$ cat src/rtl/lib_pkt_source.sv
// Synthetic Bernoulli packet source for the write side of a downstream FIFO.
// An LFSR-versus-threshold decision offers packets; blocked offers queue as a backlog count.
module lib_pkt_source #(
  parameter int          ID_WIDTH   = 4,
  parameter int          SEQ_WIDTH  = 8,
  parameter int          TS_WIDTH   = 12,
  parameter int          RATE_WIDTH = 8,
  parameter int          BL_WIDTH   = 4,
  parameter int          SRC_ID     = 0,
  parameter logic [15:0] SEED       = 16'hACE1
) (
  input  logic                                         clk,
  input  logic                                         reset_n,
  input  logic                                         i_enable,
  input  logic [RATE_WIDTH-1:0]                        i_rate,
  input  logic [15:0]                                  i_pkt_limit,
  input  logic                                         i_dest_mode,
  input  logic [ID_WIDTH-1:0]                          i_dest,
  input  logic                                         i_en,
  output logic [2*ID_WIDTH+SEQ_WIDTH+TS_WIDTH-1:0]     o_data,
  output logic                                         o_data_val,
  output logic                                         o_done,
  output logic [15:0]                                  o_sent_count,
  output logic [15:0]                                  o_drop_count
);

  localparam int W = 2*ID_WIDTH + SEQ_WIDTH + TS_WIDTH;

  localparam logic [1:0] S_IDLE  = 2'd0;
  localparam logic [1:0] S_RUN   = 2'd1;
  localparam logic [1:0] S_DRAIN = 2'd2;
  localparam logic [1:0] S_DONE  = 2'd3;

  localparam logic [15:0]         SEED_EFF  = (SEED == 16'd0) ? 16'd1 : SEED;
  localparam logic [15:0]         LFSR_MASK = 16'hB400;
  localparam logic [ID_WIDTH-1:0] SRC_FIELD = ID_WIDTH'(SRC_ID);
  localparam logic [BL_WIDTH-1:0] BL_MAX    = '1;

  logic [1:0]           state_q,   state_d;
  logic [15:0]          lfsr_q,    lfsr_d;
  logic [TS_WIDTH-1:0]  ts_q,      ts_d;
  logic [SEQ_WIDTH-1:0] seq_q,     seq_d;
  logic [BL_WIDTH-1:0]  backlog_q, backlog_d;
  logic [15:0]          loaded_q,  loaded_d;
  logic [W-1:0]         data_q,    data_d;
  logic                 val_q,     val_d;
  logic                 done_q,    done_d;
  logic [15:0]          sent_q,    sent_d;
  logic [15:0]          drop_q,    drop_d;

  logic                 limit_hit;
  logic                 run_go;
  logic                 gen;
  logic                 free;
  logic                 load;
  logic                 xfer;
  logic [15:0]          lfsr_next;
  logic [ID_WIDTH-1:0]  dest_sel;

  // Galois form, shifting right; the feedback mask is applied when bit 0 falls out.
  assign lfsr_next = lfsr_q[0] ? ((lfsr_q >> 1) ^ LFSR_MASK) : (lfsr_q >> 1);

  assign limit_hit = (i_pkt_limit != 16'd0) && (loaded_q >= i_pkt_limit);
  assign run_go    = (state_q == S_RUN) && i_enable && !limit_hit;
  assign gen       = run_go && ((&i_rate) || (lfsr_q[RATE_WIDTH-1:0] < i_rate));
  assign free      = ~val_q | i_en;
  assign load      = run_go && free && ((backlog_q != '0) || gen);
  assign xfer      = val_q & i_en;
  assign dest_sel  = i_dest_mode ? lfsr_q[15 -: ID_WIDTH] : i_dest;

  always_comb begin
    // NOTE: every next-state variable takes its hold value first, so no path can infer a latch.
    state_d   = state_q;
    lfsr_d    = lfsr_q;
    ts_d      = ts_q + TS_WIDTH'(1);
    seq_d     = seq_q;
    backlog_d = backlog_q;
    loaded_d  = loaded_q;
    data_d    = data_q;
    val_d     = val_q;
    sent_d    = sent_q;
    drop_d    = drop_q;

    if (xfer) begin
      val_d = 1'b0;
      if (sent_q != 16'hFFFF) sent_d = sent_q + 16'd1;
    end

    case (state_q)
      S_IDLE: begin
        if (i_enable) begin
          state_d   = S_RUN;
          sent_d    = '0;
          drop_d    = '0;
          seq_d     = '0;
          backlog_d = '0;
          loaded_d  = '0;
        end
      end

      S_RUN: begin
        lfsr_d = lfsr_next;
        if (!run_go) begin
          // Leaving RUN: the held packet stays put, only the unsent backlog is discarded.
          state_d   = S_DRAIN;
          backlog_d = '0;
        end else begin
          if (load) begin
            data_d   = {dest_sel, SRC_FIELD, seq_q, ts_q};
            val_d    = 1'b1;
            seq_d    = seq_q + SEQ_WIDTH'(1);
            loaded_d = loaded_q + 16'd1;
          end
          if (gen && !load) begin
            if (backlog_q == BL_MAX) begin
              if (drop_q != 16'hFFFF) drop_d = drop_q + 16'd1;
            end else begin
              backlog_d = backlog_q + BL_WIDTH'(1);
            end
          end else if (!gen && load) begin
            backlog_d = backlog_q - BL_WIDTH'(1);
          end
        end
      end

      S_DRAIN: begin
        if (!val_q) state_d = S_DONE;
      end

      S_DONE: begin
        if (!i_enable) state_d = S_IDLE;
      end

      default: state_d = S_IDLE;
    endcase

    done_d = (state_d == S_DONE);
  end

  // NOTE: state registers use non-blocking assignments so all flops update together at the edge.
  always_ff @(posedge clk or negedge reset_n) begin
    if (!reset_n) begin
      state_q   <= S_IDLE;
      lfsr_q    <= SEED_EFF;
      ts_q      <= '0;
      seq_q     <= '0;
      backlog_q <= '0;
      loaded_q  <= '0;
      data_q    <= '0;
      val_q     <= 1'b0;
      done_q    <= 1'b0;
      sent_q    <= '0;
      drop_q    <= '0;
    end else begin
      state_q   <= state_d;
      lfsr_q    <= lfsr_d;
      ts_q      <= ts_d;
      seq_q     <= seq_d;
      backlog_q <= backlog_d;
      loaded_q  <= loaded_d;
      data_q    <= data_d;
      val_q     <= val_d;
      done_q    <= done_d;
      sent_q    <= sent_d;
      drop_q    <= drop_d;
    end
  end

  assign o_data       = data_q;
  assign o_data_val   = val_q;
  assign o_done       = done_q;
  assign o_sent_count = sent_q;
  assign o_drop_count = drop_q;

endmodule

$ cat config.mk
export PLATFORM = sky130hd
export DESIGN_NAME = lib_pkt_source
export DESIGN_NICKNAME = d
export VERILOG_FILES = /design/src/rtl/lib_pkt_source.sv
export SDC_FILE = /design/constraint.sdc
export NUM_CORES = 1
export LEC_CHECK = 0
export CORE_MARGIN = 3
export CORE_UTILIZATION = 57
export CTS_CLUSTER_SIZE = 25
export DETAILED_ROUTE_END_ITERATION = 8
export GPL_TIMING_DRIVEN = 0
export HOLD_SLACK_MARGIN = 0.05
export PLACE_DENSITY_LB_ADDON = 0.2
export SYNTH_ARGS = -nofsm -noshare
export SYNTH_HDL_FRONTEND = slang
export SYNTH_SLANG_ARGS = --single-unit
$ cat constraint.sdc
create_clock -name clk -period 9.54 [get_ports clk]
set_clock_uncertainty 0.15 [all_clocks]
set_input_delay 2.385 -clock clk [delete_from_list [all_inputs] [get_ports clk]]
set_output_delay 2.385 -clock clk [all_outputs]
set_load 0.005 [all_outputs]
==> flow_summary.ini <==
[timing]
min_period_ns = 5.69
finalSetupTns_ns = 0
max_slew_margin_pct = 45.2
worstMarginPinSlew_ns = 0.817
hold_viol = 0
slew_violations = 0
fin_crit_sh_pct = 59.6
fmax_mhz = 176
final-setup-viol-count = 0
rsz0062_at_grt = no

[drt]
route.detailed.wl_per_inst_um = 17.5
drt_iter0_markers = 510
vias = 5647
drtAntennaViolNets = 0
drt_wl_total_um = 16400
via_per_inst = 6.05
drt_pre_antenna_iters = 5
drc_errors = 0

[clock_tree]
cts_sinks = 116
cts_max_level = 4
cts-root-buf = clkbuf_16
ctsResizeCount = 0
clkTransAtPathRegs_ns = 0.06
post_cts_buffers = 0
cts_tree = built
cts_hold_buf = 0
clk_latency_ns = 0.42
clk_path_buf_depth = 2
cts_buffers = 17

[yosys]
avgSynthCellArea_sq_um = 9.71
syn_area_sq_mm = 0.00651
synth-seq-cells = 116
synth_cell_types = 61
netlist_instances = 670
yosysWarnings = 0
seq_area_frac_synth_pct = 44.8
synth_flop_cell = dfrtp_1
async_reset_ff_share_pct = 100
synth_edf_count = 0

[grt]
grtUsageMet1_pct = 31.9
grt_overflow = 0
grt.busiest_layer = met2
grt_pass1_vias = 5670
grt_max_degree = 71
grt_pass1_wl_um = 27000
global_route.usage.met2_pct = 44.7
gr-usage-all-layers_pct = 26.5
antenna_found_initial = 0
use_met3_pct = 7.97

[place]
place_congestion = 0.917
placed_area_sq_mm = 0.00761
dp_hpwl_um = 11800
port_buffers = 89

[power]
totalPowerFinal_mw = 1.60
cellPowerDensity_mw_per_mm2 = 195
irDropWorstVdd_v = 0.000134
p_leak_nw = 3.61

[worst_setup_path]
critPathMaxFanout = 9
worstRegToRegCells = 13
r2r-start = loaded_q[0]
cp.arrival_ns = 5.84
cp.required_ns = 9.69
path_class = primary input to flop
rr_endpoint = backlog_q[3]
startpoint_type = primary input
reg2reg_slack_ns = 5.70
crit_path_end_kind = flop

[layout]
final_cell_area_sq_mm = 0.00818
final_cell_mix = 108 x dfrtp_1, 88 x nand2_1, 88 x clkdlybuf4s50_1, 39 x inv_1, 32 x nor2_1
final_core_util_pct = 74.5
final_common_cell = dfrtp_1
final_nets = 845
area_growth_pct = 25.7
diodes = 0
drive_gt1_share_pct = 10.5
fillers = 796

[flow_run]
maxCapViolations = 0

[die]
fp.dieH_um = 113
coreArea_sq_mm = 0.0110
dieArea_sq_mm = 0.0127
start_util_pct = 59.3
io_pins = 95
num_rows = 38
die_x_um = 113

[min_path]
holdPathEnd = lfsr_q[11]
worstHoldStart = lfsr_q[11]
hold_path.class = flop to flop
holdPathStages = 2

[outcome]
outcome = complete, no violations
-- sequential cells by signal, summed over array words and instances, names as in the netlist --
signal and cells:
backlog_q 4, lfsr_q 16, loaded_q 16, o_data 24, o_data_val 1, o_done 1
o_drop_count 16, o_sent_count 16, seq_q 8, state_q 2, ts_q 12
-- synthesized netlist by cell type (16+ instances only) --
cell	number	area, sq um
nor2_1	32	120
o21ai_1	21	105
mux2_4	17	255
nor3_1	16	80.1
nand4_1	22	138
inv_1	39	146
mux2i_1	19	190
ha_1	30	375
clkbuf_1	16	60.1
nand3_1	29	145
xnor2_1	17	149
nand2_1	88	330
o31ai_1	17	128
dfrtp_1	108	2700
a21oi_1	26	130
-- cells by family (layout without fill, tap and decap cells) --
family	after synthesis	after routing	share of synthesized area (%)
other cells	1	4	0.0576
buf+inv	73	194	5.23
fa+ha+maj	30	30	5.77
flops	116	116	44.8
simple gates	264	264	20.8
mux	38	38	7.19
xor+xnor	23	23	3.09
compound gates	125	125	13.1
-- final cells by class --
class	count	area [sq um]	share of cell area, %
Tap cell	140	175	2.14
Buffer	33	190	2.32
Inverter	40	150	1.83
Sequential cell	116	2910	35.6
Clock buffer	22	494	6.04
Clock inverter	9	77.6	0.948
Multi-Input combinational cell	484	3270	39.9
Timing Repair Buffer	90	916	11.2
-- critical path, cell delays in order --
cell and delay (ns):
clkdlybuf4s50_1 0.43, ha_1 0.30, nand2b_4 0.14, a2111oi_2 0.35, o32ai_1 0.17, o21ai_1 0.67, nand2b_1 0.21, ha_1 0.40
o21a_1 0.13, nor3_1 0.12, nand3_1 0.13, a311oi_1 0.30, o21ai_1 0.09
-- how the worst max path moves through the flow --
stage | start | to | slack, ns | depth (start not counted)
2_1_floorplan | i_pkt_limit[0] | backlog_q[3] | 4.44 | 12
3_3_place_gp | reset_n | o_sent_count[7] | 1.60 | 1
3_5_place_dp | i_pkt_limit[0] | backlog_q[3] | 3.46 | 13
4_1_cts | i_pkt_limit[0] | backlog_q[3] | 3.89 | 13
5_1_grt | i_pkt_limit[0] | backlog_q[3] | 3.61 | 13
6_report | i_pkt_limit[0] | backlog_q[3] | 3.85 | 13
-- metal layers --
metal / vias up / part of all wire [%]
met5: - / 0
met4: 0 / 1.9
met2: 234 / 51
met3: 43 / 7.2
met1: 2731 / 40
li1: 2639 / -
-- per-stage QoR --
stage	worst slack, ns	cells	hold WS (ns)
CTS	3.89	934	0.318
global placement	1.60	902	0.303
detailed placement	3.46	903	0.310
floorplan	4.44	673	0.288
global route	3.61	934	0.343
finish	3.85	934	0.319
-- power by group --
part	total, mW	switching [mW]	leakage (nW)	internal (mW)
combinational	0.403	0.228	1.78	0.174
sequential	0.587	0.0485	1.55	0.538
clock	0.606	0.218	0.280	0.388
Note: power is estimated with default switching activity, not from simulation.
